$ cat src/rtl/senha_pkg.sv
// Shared types and constants for the lock PIN verifier.
// pin_from_pac flattens a legacy 4-digit packet into the pin_in packing.
package senha_pkg;

  localparam int DIGIT_W = 4;

  typedef enum logic {
    LIVRE,
    BLOQUEIO
  } estado_bloq_t;

  typedef struct packed {
    logic [DIGIT_W-1:0] d4;
    logic [DIGIT_W-1:0] d3;
    logic [DIGIT_W-1:0] d2;
    logic [DIGIT_W-1:0] d1;
  } pinPac_t;

  function automatic logic [4*DIGIT_W-1:0] pin_from_pac(input pinPac_t pac);
    return {pac.d4, pac.d3, pac.d2, pac.d1};
  endfunction

endpackage

$ cat src/rtl/verificador_senha_bloqueio_comparador_pin.sv
// Combinational PIN comparator: master hit, any-user hit, and the
// lowest-index matching enabled slot.
module comparador_pin
  import senha_pkg::*;
#(
  parameter  int N_DIGITS = 4,
  parameter  int N_PINS   = 4,
  localparam int PIN_W    = DIGIT_W * N_DIGITS,
  localparam int IDX_W    = (N_PINS > 1) ? $clog2(N_PINS) : 1
) (
  input  logic [PIN_W-1:0]        pin_in,
  input  logic [PIN_W-1:0]        master_pin,
  input  logic [PIN_W*N_PINS-1:0] user_pins,
  input  logic [N_PINS-1:0]       user_en,
  output logic                    hit_master,
  output logic                    hit_user,
  output logic [IDX_W-1:0]        idx
);

  assign hit_master = (pin_in == master_pin);

  // Scan from the top slot down so the lowest matching index is the last write.
  always_comb begin
    hit_user = 1'b0;
    idx      = '0;
    for (int k = N_PINS - 1; k >= 0; k--) begin
      if (user_en[k] && (user_pins[k*PIN_W +: PIN_W] == pin_in)) begin
        hit_user = 1'b1;
        idx      = IDX_W'(k);
      end
    end
  end

endmodule

$ cat src/rtl/verificador_senha_bloqueio.sv
// PIN verifier with consecutive-failure counting and timed lockout.
// Each submission yields exactly one registered result pulse one cycle later.
module verificador_senha_bloqueio
  import senha_pkg::*;
#(
  parameter  int N_DIGITS        = 4,
  parameter  int N_PINS          = 4,
  parameter  int MAX_TENTATIVAS  = 3,
  parameter  int T_BLOQUEIO      = 1000,
  parameter  int MASTER_OVERRIDE = 1,
  localparam int PIN_W           = DIGIT_W * N_DIGITS,
  localparam int IDX_W           = (N_PINS > 1) ? $clog2(N_PINS) : 1,
  localparam int TENT_W          = $clog2(MAX_TENTATIVAS + 1),
  localparam int TIMER_W         = $clog2(T_BLOQUEIO) + 1
) (
  input  logic                    clk,
  input  logic                    rst,
  input  logic [PIN_W-1:0]        pin_in,
  input  logic                    pin_valid,
  input  logic [PIN_W-1:0]        master_pin,
  input  logic [PIN_W*N_PINS-1:0] user_pins,
  input  logic [N_PINS-1:0]       user_en,
  output logic                    senha_fail,
  output logic                    senha_padrao,
  output logic                    senha_master,
  output logic                    senha_ignorada,
  output logic [IDX_W-1:0]        pin_idx,
  output logic                    bloqueado,
  output logic [TENT_W-1:0]       tentativas
);

  logic               hitMaster;
  logic               hitUser;
  logic [IDX_W-1:0]   hitIdx;
  logic               tentLast_d;
  estado_bloq_t       estado_q;
  logic [TIMER_W-1:0] timer_q;
  logic [TENT_W-1:0]  tent_q;
  logic [IDX_W-1:0]   idx_q;
  logic               bloq_q;

  comparador_pin #(
    .N_DIGITS(N_DIGITS),
    .N_PINS  (N_PINS)
  ) u_comparador (
    .pin_in    (pin_in),
    .master_pin(master_pin),
    .user_pins (user_pins),
    .user_en   (user_en),
    .hit_master(hitMaster),
    .hit_user  (hitUser),
    .idx       (hitIdx)
  );

  assign tentLast_d = ((int'(tent_q) + 1) >= MAX_TENTATIVAS);

  always_ff @(posedge clk or posedge rst) begin
    if (rst) begin
      estado_q       <= LIVRE;
      timer_q        <= '0;
      tent_q         <= '0;
      idx_q          <= '0;
      bloq_q         <= 1'b0;
      senha_fail     <= 1'b0;
      senha_padrao   <= 1'b0;
      senha_master   <= 1'b0;
      senha_ignorada <= 1'b0;
    end else begin
      senha_fail     <= 1'b0;
      senha_padrao   <= 1'b0;
      senha_master   <= 1'b0;
      senha_ignorada <= 1'b0;
      case (estado_q)
        LIVRE: begin
          if (pin_valid) begin
            if (hitMaster) begin
              senha_master <= 1'b1;
              tent_q       <= '0;
            end else if (hitUser) begin
              senha_padrao <= 1'b1;
              idx_q        <= hitIdx;
              tent_q       <= '0;
            end else begin
              senha_fail <= 1'b1;
              if (tentLast_d) begin
                tent_q   <= TENT_W'(MAX_TENTATIVAS);
                bloq_q   <= 1'b1;
                timer_q  <= TIMER_W'(T_BLOQUEIO - 1);
                estado_q <= BLOQUEIO;
              end else begin
                tent_q <= tent_q + TENT_W'(1);
              end
            end
          end
        end
        BLOQUEIO: begin
          // Override wins over expiry; otherwise the timer runs regardless of submissions.
          if (pin_valid && (MASTER_OVERRIDE != 0) && hitMaster) begin
            senha_master <= 1'b1;
            estado_q     <= LIVRE;
            bloq_q       <= 1'b0;
            tent_q       <= '0;
            timer_q      <= '0;
          end else begin
            if (pin_valid) senha_ignorada <= 1'b1;
            if (timer_q == '0) begin
              estado_q <= LIVRE;
              bloq_q   <= 1'b0;
              tent_q   <= '0;
            end else begin
              timer_q <= timer_q - TIMER_W'(1);
            end
          end
        end
        default: estado_q <= LIVRE;
      endcase
    end
  end

  assign pin_idx    = idx_q;
  assign bloqueado  = bloq_q;
  assign tentativas = tent_q;

endmodule

$ cat config.mk
export PLATFORM = sky130hd
export DESIGN_NAME = verificador_senha_bloqueio
export DESIGN_NICKNAME = d
export VERILOG_FILES = /design/src/rtl/senha_pkg.sv /design/src/rtl/verificador_senha_bloqueio_comparador_pin.sv /design/src/rtl/verificador_senha_bloqueio.sv
export SDC_FILE = /design/constraint.sdc
export NUM_CORES = 1
export LEC_CHECK = 0
export CAP_MARGIN = 20
export CORE_MARGIN = 5
export CORE_UTILIZATION = 36
export CTS_CLUSTER_SIZE = 28
export DETAILED_ROUTE_END_ITERATION = 8
export GPL_TIMING_DRIVEN = 0
export PLACE_DENSITY = 0.78
export REMOVE_ABC_BUFFERS = 1
export SETUP_SLACK_MARGIN = 0.4
export SKIP_CTS_REPAIR_TIMING = 1
export SLEW_MARGIN = 0
export SYNTH_ARGS = -nofsm -noshare
export SYNTH_HDL_FRONTEND = slang
export SYNTH_SLANG_ARGS = --single-unit
$ cat constraint.sdc
create_clock -name clk -period 2 [get_ports clk]
set_input_delay 0.6 -clock clk [delete_from_list [all_inputs] [get_ports clk]]
set_output_delay 0.6 -clock clk [all_outputs]
set_load 0.01 [all_outputs]
Word level (Yosys, flattened, before mapping):

Index checks and enable logic that the tools add are counted.

* flip-flop bits (word level): 21
* word-level logic and storage cells: 87
* output and inout bits: 9
* bits in latches: 0
* bits of input ports: 103
* RAM bits: 0
* memories: 0
* ROM bits: 0

* bitwise operators: 2
* eq/ne operators: 11
* $mul: 0
* reduce and logical (&&, ||, !) cells: 10
* add/sub/neg operators: 3
* order comparisons: 1
* divide/modulo/power cells: 0
* shift operators: 0
* mux-type cells: 51

Operator list (number)
* $eq 16x16->1: 5
* $mux 11: 6
* $mux 1: 30
* $pmux 11 s2: 1
* $mux 2: 10
* $logic_not 11->1: 1
* $sub 11x1->11 const B: 1
* $reduce_and 5->1: 2
* $ne 2x2->1 const B: 4
* $pmux 1 s2: 3
* $logic_and 1x1->1: 5
* $pmux 2 s2: 1
* $reduce_and 4->1: 1
* $add 2x1->3 const B: 1
* $ge 3x2->1 const B: 1
* $ne 3x1->1 const B: 1
* $ne 3x3->1 const B: 1
* $add 2x1->2 const B: 1
* $not 1->1: 2
* $reduce_and 2->1: 1

Depth between registers and ports, before layout:

* depth after elaboration: 10
* gate-level depth with buffers: 10

Modules after synthesis:

Synthesis repeated with hierarchy kept, for this count alone.

* cell total of the unflattened synthesis: 238
* area, all modules: 2204.6 um^2

Modules (own cells, without submodules)
* verificador_senha_bloqueio: sequential area each 525.5 um^2, area an instance 1124.8 um^2, cells each 107, times used 1
* comparador_pin: sequential area each 0.0 um^2, area an instance 1079.8 um^2, cells each 131, times used 1

Least setup slack after synthesis:

OpenSTA, ideal clock, no wires.

* path kind: input -> register
* from: in pin_in[4]
* to: reg timer_q[0]
* data arrival time: 2127 ps
* setup slack: -261 ps
* setup time: 134 ps
* stages: 10
* buffers on the path: 3
* cell sequence: buf_4 > xor2_1 > nor4_1 > nand4_2 > and3_4 > buf_6 > nor4b_4 > nand2_4 > buf_6 > a32oi_1

* word-level cells in the longest chain between the ends: 8

RTL lines
* from (decl): RTL line verificador_senha_bloqueio.sv:18 `input logic [PIN_W-1:0] pin_in,`
* $eq 16x16->1: RTL line verificador_senha_bloqueio_comparador_pin.sv:27 `if (user_en[k] && (user_pins[k*PIN_W +: PIN_W] == pin_in)) begin`
* $logic_and 1x1->1: RTL line verificador_senha_bloqueio_comparador_pin.sv:27
* $mux 1 (4 in a row): RTL line verificador_senha_bloqueio_comparador_pin.sv:27
* $ne 2x2->1 (no source line)
* $reduce_and 5->1 (no source line)
* to (signal assigned): RTL line verificador_senha_bloqueio.sv:88 `timer_q <= TIMER_W'(T_BLOQUEIO - 1);`
* to (signal assigned): RTL line verificador_senha_bloqueio.sv:111 `timer_q <= timer_q - TIMER_W'(1);`
* to (decl): RTL line verificador_senha_bloqueio.sv:37 `logic [TIMER_W-1:0] timer_q;`

Several ways; a longest one is shown, not always the timed one.
A chain may end at the register's enable or synchronous reset.

Worst setup path after layout:

* from: in pin_in[10]
* to: reg timer_q[6]

Same word-level chain as after synthesis.

==> flow_metrics.env <==
export IMPL_clockBufferDepth=2
export IMPL_nFillCells=338
export IMPL_rr_worst_depth=7
export IMPL_grt_usage_pct=18.78
export IMPL_crit_chain="buf_12 -> xor2_2 -> nor4_4 -> nand4_4 -> and3_4 -> nor4b_4 -> nand2_4 -> buf_6 -> a22oi_1"
export IMPL_grt_pass1_vias=2080
export IMPL_reg2reg_from="timer_q[0]$_DFFE_PP0P_"
export IMPL_finish_utilization_pct=74.39
export IMPL_worstPathArrival_ns=2.35
export IMPL_worstMarginPinSlew_ns=0.7767
export IMPL_setup_ws_ns=-0.1682
export IMPL_syn_avg_cell_area_um2=8.890
export IMPL_cap_violations=0
export IMPL_cts_tree="yes"
export IMPL_fin_crit_sh_pct=108.4
export IMPL_critPathCaptureType="flop"
export IMPL_whs_endpoint="timer_q[9]$_DFFE_PP0P_"
export IMPL_setup_viol=15
export IMPL_cts_sinks=21
export IMPL_place_congestion=0.8543
export IMPL_ys_types=41
export IMPL_fp_dieArea_mm2=0.007483
export IMPL_wirelength_mm=10.66
export IMPL_antenna_found_initial=5
export IMPL_finalClockSkew_ns=0.003995
export IMPL_status="complete, but fails checks"
export IMPL_vias=2494
export IMPL_final_nets=460
export IMPL_start_kind="input pin"
export IMPL_h_tree_depth=1
export IMPL_ys_top_cells_by_count="xor2_1, dfrtp_1, nand2_1"
export IMPL_multi_input_area_mm2=0.001973
export IMPL_root_buffer="clkbuf_8"
export IMPL_slowest_delay_ns=0.42
export IMPL_fp_dieW_um=86.51
export IMPL_coreArea_mm2=0.005608
export IMPL_cp_max_fo=6
export IMPL_slew_limit_headroom_pct=48.16
export IMPL_hp_start="timer_q[9]$_DFFE_PP0P_"
export IMPL_netlist_area_leader_share_pct=27.02
export IMPL_p_leak_uw=0.002360
export IMPL_ir_drop_uv=536.0
export IMPL_grt_remaining_overflow=0
export IMPL_drt_vias_per_instance=5.760
export IMPL_critical_path_slowest_cell="nor4b_4"
export IMPL_clock_latency_ns=0.27
export IMPL_synth_area_top_cells="xor2_1, dfrtp_1, xnor2_1, buf_4, nor4_1"
export IMPL_grt_pass1_wl_mm=10.90
export IMPL_rrSetupSlack_ns=-0.13
export IMPL_timing_rr_end="timer_q[6]$_DFFE_PP0P_"
export IMPL_cp_data_required_time_ns=2.18
export IMPL_grt_max_degree=22
export IMPL_clk_pin_slew_ns=0.07
export IMPL_violations="negative setup slack"
export IMPL_yosysTopAreaCell="xor2_1"
export IMPL_dp_worst_setup_slack_ns=-1.458
export IMPL_drt_iter0_drc=237
export IMPL_rows=27
export IMPL_wire_per_inst_um=24.62
export IMPL_synthesis_instances=237
export IMPL_seq_area_frac_synth_pct=24.94
export IMPL_synth_edff_count=0
export IMPL_hold_path_class="flop to flop"
export IMPL_whs_ns=0.5371
export IMPL_portBuffers=111
export IMPL_start_util_pct=37.57
export IMPL_fin_crit_ns=2.168
export IMPL_io_pins=112
export IMPL_synth_most_common_cell="xor2_1"
export IMPL_ys_seq_elements=21
export IMPL_hold_viol_final=0
export IMPL_timing_fmax_ghz=0.4612
export IMPL_netlist_area_mm2=0.002107
export IMPL_crit_type="input pin to flop"
export IMPL_hold_depth=1
export IMPL_synth_warnings=0
export IMPL_dp_final_hpwl_mm=5.936
export IMPL_syn2layout_area_growth_pct=97.98
export IMPL_synthFlopType="dfrtp_1"
export IMPL_drc=0
export IMPL_maxSlewViolCount=0
export IMPL_drtPass1Iterations=4
export IMPL_rsz0062_at_grt="yes"
export IMPL_cts_made_buffers=3
export IMPL_synthArstFlopShare_pct=100.0
export IMPL_regArea_um2=526.8
export IMPL_power_density_mw_per_mm2=582.7
export IMPL_drive_above_1_share_pct=35.21
export IMPL_die_h_um=86.51
export IMPL_ant_nets=0
==> area by class of cell <==
class | count | area share [%]
inverter | 7 | 0.6299
antenna | 6 | 0.3599
clock buffer | 4 | 1.080
multi-input combinational | 189 | 47.30
tap | 72 | 2.160
sequential | 21 | 12.63
timing repair buffer | 134 | 35.84
==> worst max-delay path, delay by kind of cell <==
family | cells | cell delay [ns]
buf+inv | 2 | 0.28
xor+xnor | 1 | 0.26
simple gates | 5 | 1.00
compound gates | 1 | 0.19
==> worst max path at each step <==
stage | from | endpoint | slack (ns) | depth (start not counted)
after floorplan | pin_in[3] | timer_q[3]$_DFFE_PP0P_ | -0.31 | 7
after global placement | pin_in[4] | timer_q[3]$_DFFE_PP0P_ | -1.47 | 8
after detailed placement | pin_in[4] | timer_q[3]$_DFFE_PP0P_ | -1.46 | 8
after CTS | pin_in[4] | timer_q[3]$_DFFE_PP0P_ | -1.17 | 8
after global routing | master_pin[3] | timer_q[6]$_DFFE_PP0P_ | -0.25 | 9
final | pin_in[10] | timer_q[6]$_DFFE_PP0P_ | -0.17 | 9
==> flip-flops by register name (all words and copies together), names as in the netlist <==
name	cells
bloqueado	1
estado_q	1
pin_idx	2
senha_fail	1
senha_ignorada	1
senha_master	1
senha_padrao	1
tentativas	2
timer_q	11
==> layout by cell type (no fill, tap or decap), types with 5 or more instances in the layout <==
cell,n
dlymetal6s2s_1,77
xor2_1,32
xor2_2,26
dfrtp_1,20
buf_4,19
nand2_1,15
buf_6,15
xnor2_1,13
clkbuf_2,11
nor2_1,8
xor2_4,7
nor4_4,7
o21ai_0,7
diode_2,6
nand4_1,6
nor4_2,6
clkdlybuf4s50_1,6
buf_12,5
==> power by group <==
part           switching [uW]  leakage, uW  internal, uW
Clock                     149    0.0000228           143
Sequential                190     0.000265           568
Combinational             680      0.00207           701
==> metrics by stage <==
stage / cell area [um^2] / TNS, ns / std cells / total power [uW]
global route: 4169 / -2.602 / 432 / 2551
floorplan: 1941 / -1.195 / 216 / 1205
global placement: 3142 / -22.53 / 399 / 1619
finish: 4172 / -1.596 / 433 / 2431
detailed placement: 3142 / -22.66 / 399 / 1655
CTS: 3187 / -16.73 / 403 / 1944
==> per-layer routing <==
| layer | routed length, um | track usage [%] |
|---|---|---|
| met5 | 0 | 0 |
| met4 | 681 | 6.799 |
| met3 | 723 | 2.376 |
| met2 | 5773 | 33.73 |
| met1 | 3481 | 22.78 |
==> kinds of logic after synthesis <==
logic type / synth area share (%)
XOR/XNOR: 33.25
AND/OR/NAND/NOR: 19.60
AO/OA/AOI/OAI: 12.47
buffers and inverters: 9.145
flip-flops: 24.94
adder cells (fa/ha/maj): 0.5937
Power figures use the tool's default switching activity.
